===== src/rtl/regfile_writer.sv =====
// 32x32 register file write side: one WB write per cycle, busy scoreboard, flat read bus.
// One edge of write latency (zero with BYPASS=1 write-through); no backpressure, always accepts.
module regfile_writer #(
  parameter int WIDTH  = 32,
  parameter int DEPTH  = 32,
  parameter int BYPASS = 1
) (
  input  logic                     clk,
  input  logic                     rst,
  input  logic                     we,
  input  logic [4:0]               waddr,
  input  logic [WIDTH-1:0]         wdata,
  input  logic                     issue_en,
  input  logic [4:0]               issue_addr,
  output logic [DEPTH*WIDTH-1:0]   odata,
  output logic [DEPTH-1:0]         busy,
  output logic [15:0]              wr_count
);

  logic [WIDTH-1:0] regs [DEPTH];
  logic [DEPTH-1:0] wsel;
  logic [DEPTH-1:0] isel;

  // One-hot selects with register 0 masked off, so it can never be written or marked busy.
  always_comb begin
    wsel = '0;
    isel = '0;
    if (we)       wsel[waddr]      = 1'b1;
    if (issue_en) isel[issue_addr] = 1'b1;
    wsel[0] = 1'b0;
    isel[0] = 1'b0;
  end

  always_ff @(posedge clk) begin
    if (rst) begin
      for (int i = 0; i < DEPTH; i++) regs[i] <= '0;
      busy     <= '0;
      wr_count <= '0;
    end else begin
      for (int i = 1; i < DEPTH; i++) begin
        if (wsel[i]) regs[i] <= wdata;
      end
      // Issue is applied after the clear so a same-register issue+writeback leaves the bit set.
      busy <= (busy & ~wsel) | isel;
      if (|wsel) wr_count <= wr_count + 16'd1;
    end
  end

  always_comb begin
    odata = '0;
    for (int i = 0; i < DEPTH; i++) begin
      if ((BYPASS != 0) && wsel[i]) odata[i*WIDTH +: WIDTH] = wdata;
      else                          odata[i*WIDTH +: WIDTH] = regs[i];
    end
  end

endmodule


===== config.mk =====
export PLATFORM = sky130hd
export DESIGN_NAME = regfile_writer
export DESIGN_NICKNAME = d
export VERILOG_FILES = /design/src/rtl/regfile_writer.sv
export SDC_FILE = /design/constraint.sdc
export NUM_CORES = 1
export LEC_CHECK = 0
export CAP_MARGIN = 25
export CORE_AREA = 2 2 440 442
export CTS_BUF_LIST = sky130_fd_sc_hd__clkbuf_8
export CTS_CLUSTER_DIAMETER = 150
export DETAILED_ROUTE_END_ITERATION = 12
export DIE_AREA = 0 0 442 444
export PLACE_DENSITY = 0.44
export SYNTH_ARGS = -nofsm -noshare
export SYNTH_HDL_FRONTEND = slang
export SYNTH_SLANG_ARGS = --single-unit

===== constraint.sdc =====
create_clock -name clk -period 3.8 [get_ports clk]
set_input_delay 0.38 -clock clk [delete_from_list [all_inputs] [get_ports clk]]
set_output_delay 0.38 -clock clk [all_outputs]
set_load 0.1 [all_outputs]

==> Word level (Yosys, flattened, before mapping) <==
Memories as Yosys holds them, arrays and structs flattened.
Cells that the tools add are included.
{ "classes": {"n_addsub": 1, "reduce_logical": 3, "magnitude_cmp": 4, "bitwise_logic": 34, "muxes": 163} }
{ "op_table": {"columns": ["cell", "n"], "rows": [
  ["$mux 32", 64],
  ["$mux 1", 97],
  ["$and 32x32->32", 1],
  ["$not 32->32", 1],
  ["$or 32x32->32", 1],
  ["$or 1x1->1", 31],
  ["$reduce_or 31->1", 1],
  ["$add 16x1->16 const B", 1],
  ["$lt 5x6->1 const B", 2],
  ["$demux 1 s5", 2],
  ["$ge 5x1->1 const B", 2],
  ["$logic_and 1x1->1", 2]
]} }
{ "word_totals": {"ramBits": 1024, "output_inout_bits": 1072, "input_bits": 46, "elab_cells": 208, "reg_bits": 48, "n_memories": 1} }
{ "memory_table": {"columns": ["memory", "depth", "width", "rd", "rd_clocked_by_memory_dff", "wr", "line_no", "source"], "rows": [
  ["regs", 32, 32, 32, 0, 32, "20", "logic [WIDTH-1:0] regs [DEPTH];"]
]} }

==> Longest topological paths before layout <==
{ "depth": {"depth_word": 9, "ltp_mapped": 8, "mapped_depth_nobuf": 5} }

==> Least setup slack after synthesis <==
OpenSTA, ideal clock, no wires.
{ "synth_path": {"path_type": "input to output", "start": "in waddr[0]", "end": "out odata[665]", "t_required_ns": 3.420, "setup_slack_ns": 1.365, "path_stages": 5, "arrival_time_ns": 2.055, "path_buffers": 2, "path_cell_list": "buf_2 or3b_4 nor2_4 buf_4 mux2_1"} }
{ "synth_between": {"elab_chain_len": 6, "elab_cells_between_ends": 7, "classes_between": "order compare (2); mux (4); reduce/logical (1)"} }
{ "synth_lines": {"columns": ["item", "line_no", "source"], "rows": [
  ["from (decl)", "11", "input logic [4:0] waddr,"],
  ["$lt 5x6->1 (implied by the code) or $ge 5x1->1 (tied branches)", "28", "if (we) wsel[waddr] = 1'b1;"],
  ["$logic_and 1x1->1 (implied by the code)", "28", null],
  ["$mux 1 (implied by the code)", "28", null],
  ["$demux 1 s5 (*)", "28", null],
  ["$mux 32 (*)", "28", null],
  ["$mux 32 (*)", "52", "if ((BYPASS != 0) && wsel[i]) odata[i*WIDTH +: WIDTH] = wdata;"],
  ["to (decl)", "15", "output logic [DEPTH*WIDTH-1:0] odata,"]
]} }
Mark *: on every way between the ends. The rest lies on a longest branch, timed or not.

==> Worst setup path after layout <==
{ "layout_path": {"start": "in waddr[2]", "end": "out odata[158]"} }
Same word-level chain as after synthesis.

==> flow_metrics.py <==
metrics = {
    "outcome": {
        "outcome": "completed",
    },
    "setup_path": {
        "crit_cells": 6,
        "timing.rr.end": "wr_count[10]",
        "crit_path_frequent_cell": "buf_12",
        "rr_worst_depth": 3,
        "slowest_delay_ps": 880,
        "crit_slowest_cell": "nor3b_2",
        "critical_path.max_fanout": 36,
        "critPathBufInv": 3,
        "worstPathCellList": "clkdlybuf4s50_1, nor3b_2, nand2_4, buf_12, mux2_2, buf_12",
        "cp_top_family": "buffers and inverters",
        "crit_type": "input pin to output pin",
        "start_kind": "input pin",
        "worstSetupEndpointType": "output pin",
        "reg2reg_slack_ps": 1400,
        "cp.required_ps": 3420,
        "cp.arrival_ps": 3200,
        "r2r_start": "wr_count[3]",
    },
    "power": {
        "p_clk_share_pct": 28.4,
        "total_power_w": 0.0361,
        "power_frac_seq_pct": 37.4,
        "p_leak_nw": 28.6,
        "p_int_w": 0.0222,
        "p_switching_w": 0.0139,
        "netSwitchingFraction_pct": 38.4,
        "combPwrFrac_pct": 34.2,
        "peakVddDrop_mv": 0.314,
        "cellPowerDensity_mw_per_mm2": 475,
    },
    "routing": {
        "antenna_left": 0,
        "wirelength_microns": 233000,
        "drc_errors": 0,
        "dr.first_iter.drc_count": 2067,
        "vias": 32700,
        "vias_per_cell": 4.61,
        "drt_pass1_iterations": 5,
        "wl_per_cell_microns": 32.9,
    },
    "timing": {
        "relSlewSlack_pct": 23.7,
        "slew_violations": 0,
        "rsz0062_at_grt": "false",
        "fmax_mhz": 280,
        "finalHoldViolCount": 0,
        "tightestPinTransition_ps": 1150,
        "setup_tns_ps": 0,
        "fin_crit_sh_pct": 94.1,
        "period_minus_slack_ps": 3580,
        "finClkSkew_ps": 34.3,
        "setup_viol": 0,
        "fin_ws_ps": 224,
    },
    "cts": {
        "numCtsBuffers": 195,
        "tritoncts": "built",
        "path_clk_slew_ps": 60,
        "htreeDepth": 4,
        "clk_path_buf_depth": 3,
        "cts_root_buf": "clkbuf_8",
        "post_cts_buffers": 0,
        "insertion_delay_ps": 950,
        "ctsHoldBuffers": 1,
        "cts.sinks": 1039,
        "cts_resized": 0,
    },
    "yosys": {
        "synth_top_area_share_pct": 62.6,
        "ys_async_sr_fraction_pct": 0,
        "netlist_top_cells_count": "edfxtp_1, mux2_2, nor2_1, clkbuf_1, buf_2",
        "syn_avg_cell_area_sq_um": 14.6,
        "synth_cell_types": 46,
        "synth_edf_count": 992,
        "ys_ff_latch": 1039,
        "ys.flop_type": "edfxtp_1",
        "ys_seq_area_share_pct": 64.6,
        "yosysTopAreaCell": "edfxtp_1",
        "syn-cell-area_sq_mm": 0.0476,
        "yosysMostFrequentCell": "edfxtp_1",
        "syn_inst": 3248,
        "synth_warnings": 0,
        "yosys-top-cells-area": "edfxtp_1, mux2_2, nor2_1, dfxtp_1, clkbuf_1",
    },
    "global_routing": {
        "grt_max_degree": 67,
        "gr-usage-all-layers_pct": 23.1,
        "grt_pass1_wl_microns": 309000,
        "antenna_found_initial": 31,
        "overflow": 0,
        "grt_pass1_vias": 32700,
    },
    "cells_and_area": {
        "drive_gt1_share_pct": 55.6,
        "area_delta_synth_final_pct": 59.8,
        "final_nets": 4436,
    },
    "worst_hold_path": {
        "whs_path_depth": 3,
        "min_path_type": "input pin to register",
        "worstHoldEndpoint": "regs[0][114]",
        "min_from": "wdata[18]",
    },
    "floorplan": {
        "io_pins": 1118,
        "dieWidth_microns": 442,
        "core_sq_mm": 0.192,
        "initial_utilization_pct": 24.8,
        "dieHeight_microns": 444,
        "die_area_sq_mm": 0.196,
        "num_rows": 161,
    },
    "placed_design": {
        "dp_hpwl_microns": 161000,
        "io_buffers": 1084,
        "place_ws_ps": 209,
        "globalplace.congestion": 0.804,
    },
    "run": {
        "maxCapViolations": 0,
    },
}
-- state kept, by name, summed over array words and instances, names as in the netlist --
register / count
regs: 992
busy: 31
wr_count: 16
-- worst reg2reg max path, cell delays in order, from the launching register on --
cell,delay [ps]
dfxtp_1,560
nand4_1,790
or4_1,780
a21oi_1,150
-- power groups by stage --
| stage | clock, W | combinational (W) | sequential, W |
|---|---|---|---|
| after floorplan | 0 | 0.00731 | 0.0137 |
| after global placement | 0 | 0.0124 | 0.0137 |
| after detailed placement | 0 | 0.0124 | 0.0137 |
| after CTS | 0.0106 | 0.0124 | 0.0135 |
| after global routing | 0.0110 | 0.0125 | 0.0136 |
| final | 0.0103 | 0.0124 | 0.0135 |
-- through the flow --
stage               hold slack [ps]  instances  area [sq um]  util, %
finish                          192       7088         76000     39.7
CTS                            58.7       7066         75900     39.6
detailed placement              468       6714         72400     37.8
floorplan                       588       3280         47700        -
global placement                463       6697         71900     37.5
global route                    130       7077         76000     39.7
-- worst max-delay path by stage --
stage | startpoint | end | slack [ps]
detailed placement | waddr[2] | odata[158] | 210
global placement | waddr[2] | odata[150] | 260
floorplan | waddr[0] | odata[665] | 1370
global route | waddr[2] | odata[130] | 160
CTS | waddr[2] | odata[158] | 220
finish | waddr[2] | odata[158] | 220
-- metal layers --
layer  track usage (%)  wire length, microns
met5                 0                    14
met4              8.74                  9020
met3              6.35                 15500
met2              38.7                114000
met1              28.1                 94100
-- cells by family (layout without fill, tap and decap cells) --
| logic type | Yosys count | after routing | synth area share [%] |
|---|---|---|---|
| mux | 993 | 993 | 23.5 |
| other cells | 1 | 52 | 0.00788 |
| compound gates | 61 | 61 | 0.868 |
| xor+xnor | 5 | 5 | 0.0921 |
| buf+inv | 420 | 1683 | 4.33 |
| simple gates | 728 | 728 | 6.57 |
| flops | 1039 | 1039 | 64.6 |
| fa+ha+maj | 1 | 1 | 0.0263 |
-- final cells by class --
| class | count | area [sq um] |
|---|---|---|
| inverters | 43 | 161 |
| fillers | 17700 | 116000 |
| well taps | 2526 | 3160 |
| multi-input cells | 1821 | 15100 |
| flip-flops and latches | 1039 | 30700 |
| clock buffers | 207 | 2850 |
| diodes | 19 | 47.5 |
| clock inverters | 144 | 663 |
| repair buffers | 1289 | 23300 |
-- cell usage in the layout (no fill, tap or decap), types with 6 or more instances in the layout --
cell	n
buf_12	1051
o31ai_1	8
nand3_1	6
a21oi_1	15
or4_1	8
mux2_2	985
mux2_1	7
clkdlybuf4s50_1	52
o21ai_0	12
clkinv_1	47
clkbuf_8	207
dfxtp_1	47
nor2_1	575
nand2_4	17
conb_1	33
nand2b_2	27
nand2b_1	24
buf_4	133
or2_2	10
diode_2	19
inv_1	118
nor2_4	12
edfxtp_1	992
buf_2	33
nand2_1	14
a22oi_1	19
clkinv_2	7
buf_16	19
Power figures use the tool's default switching activity.
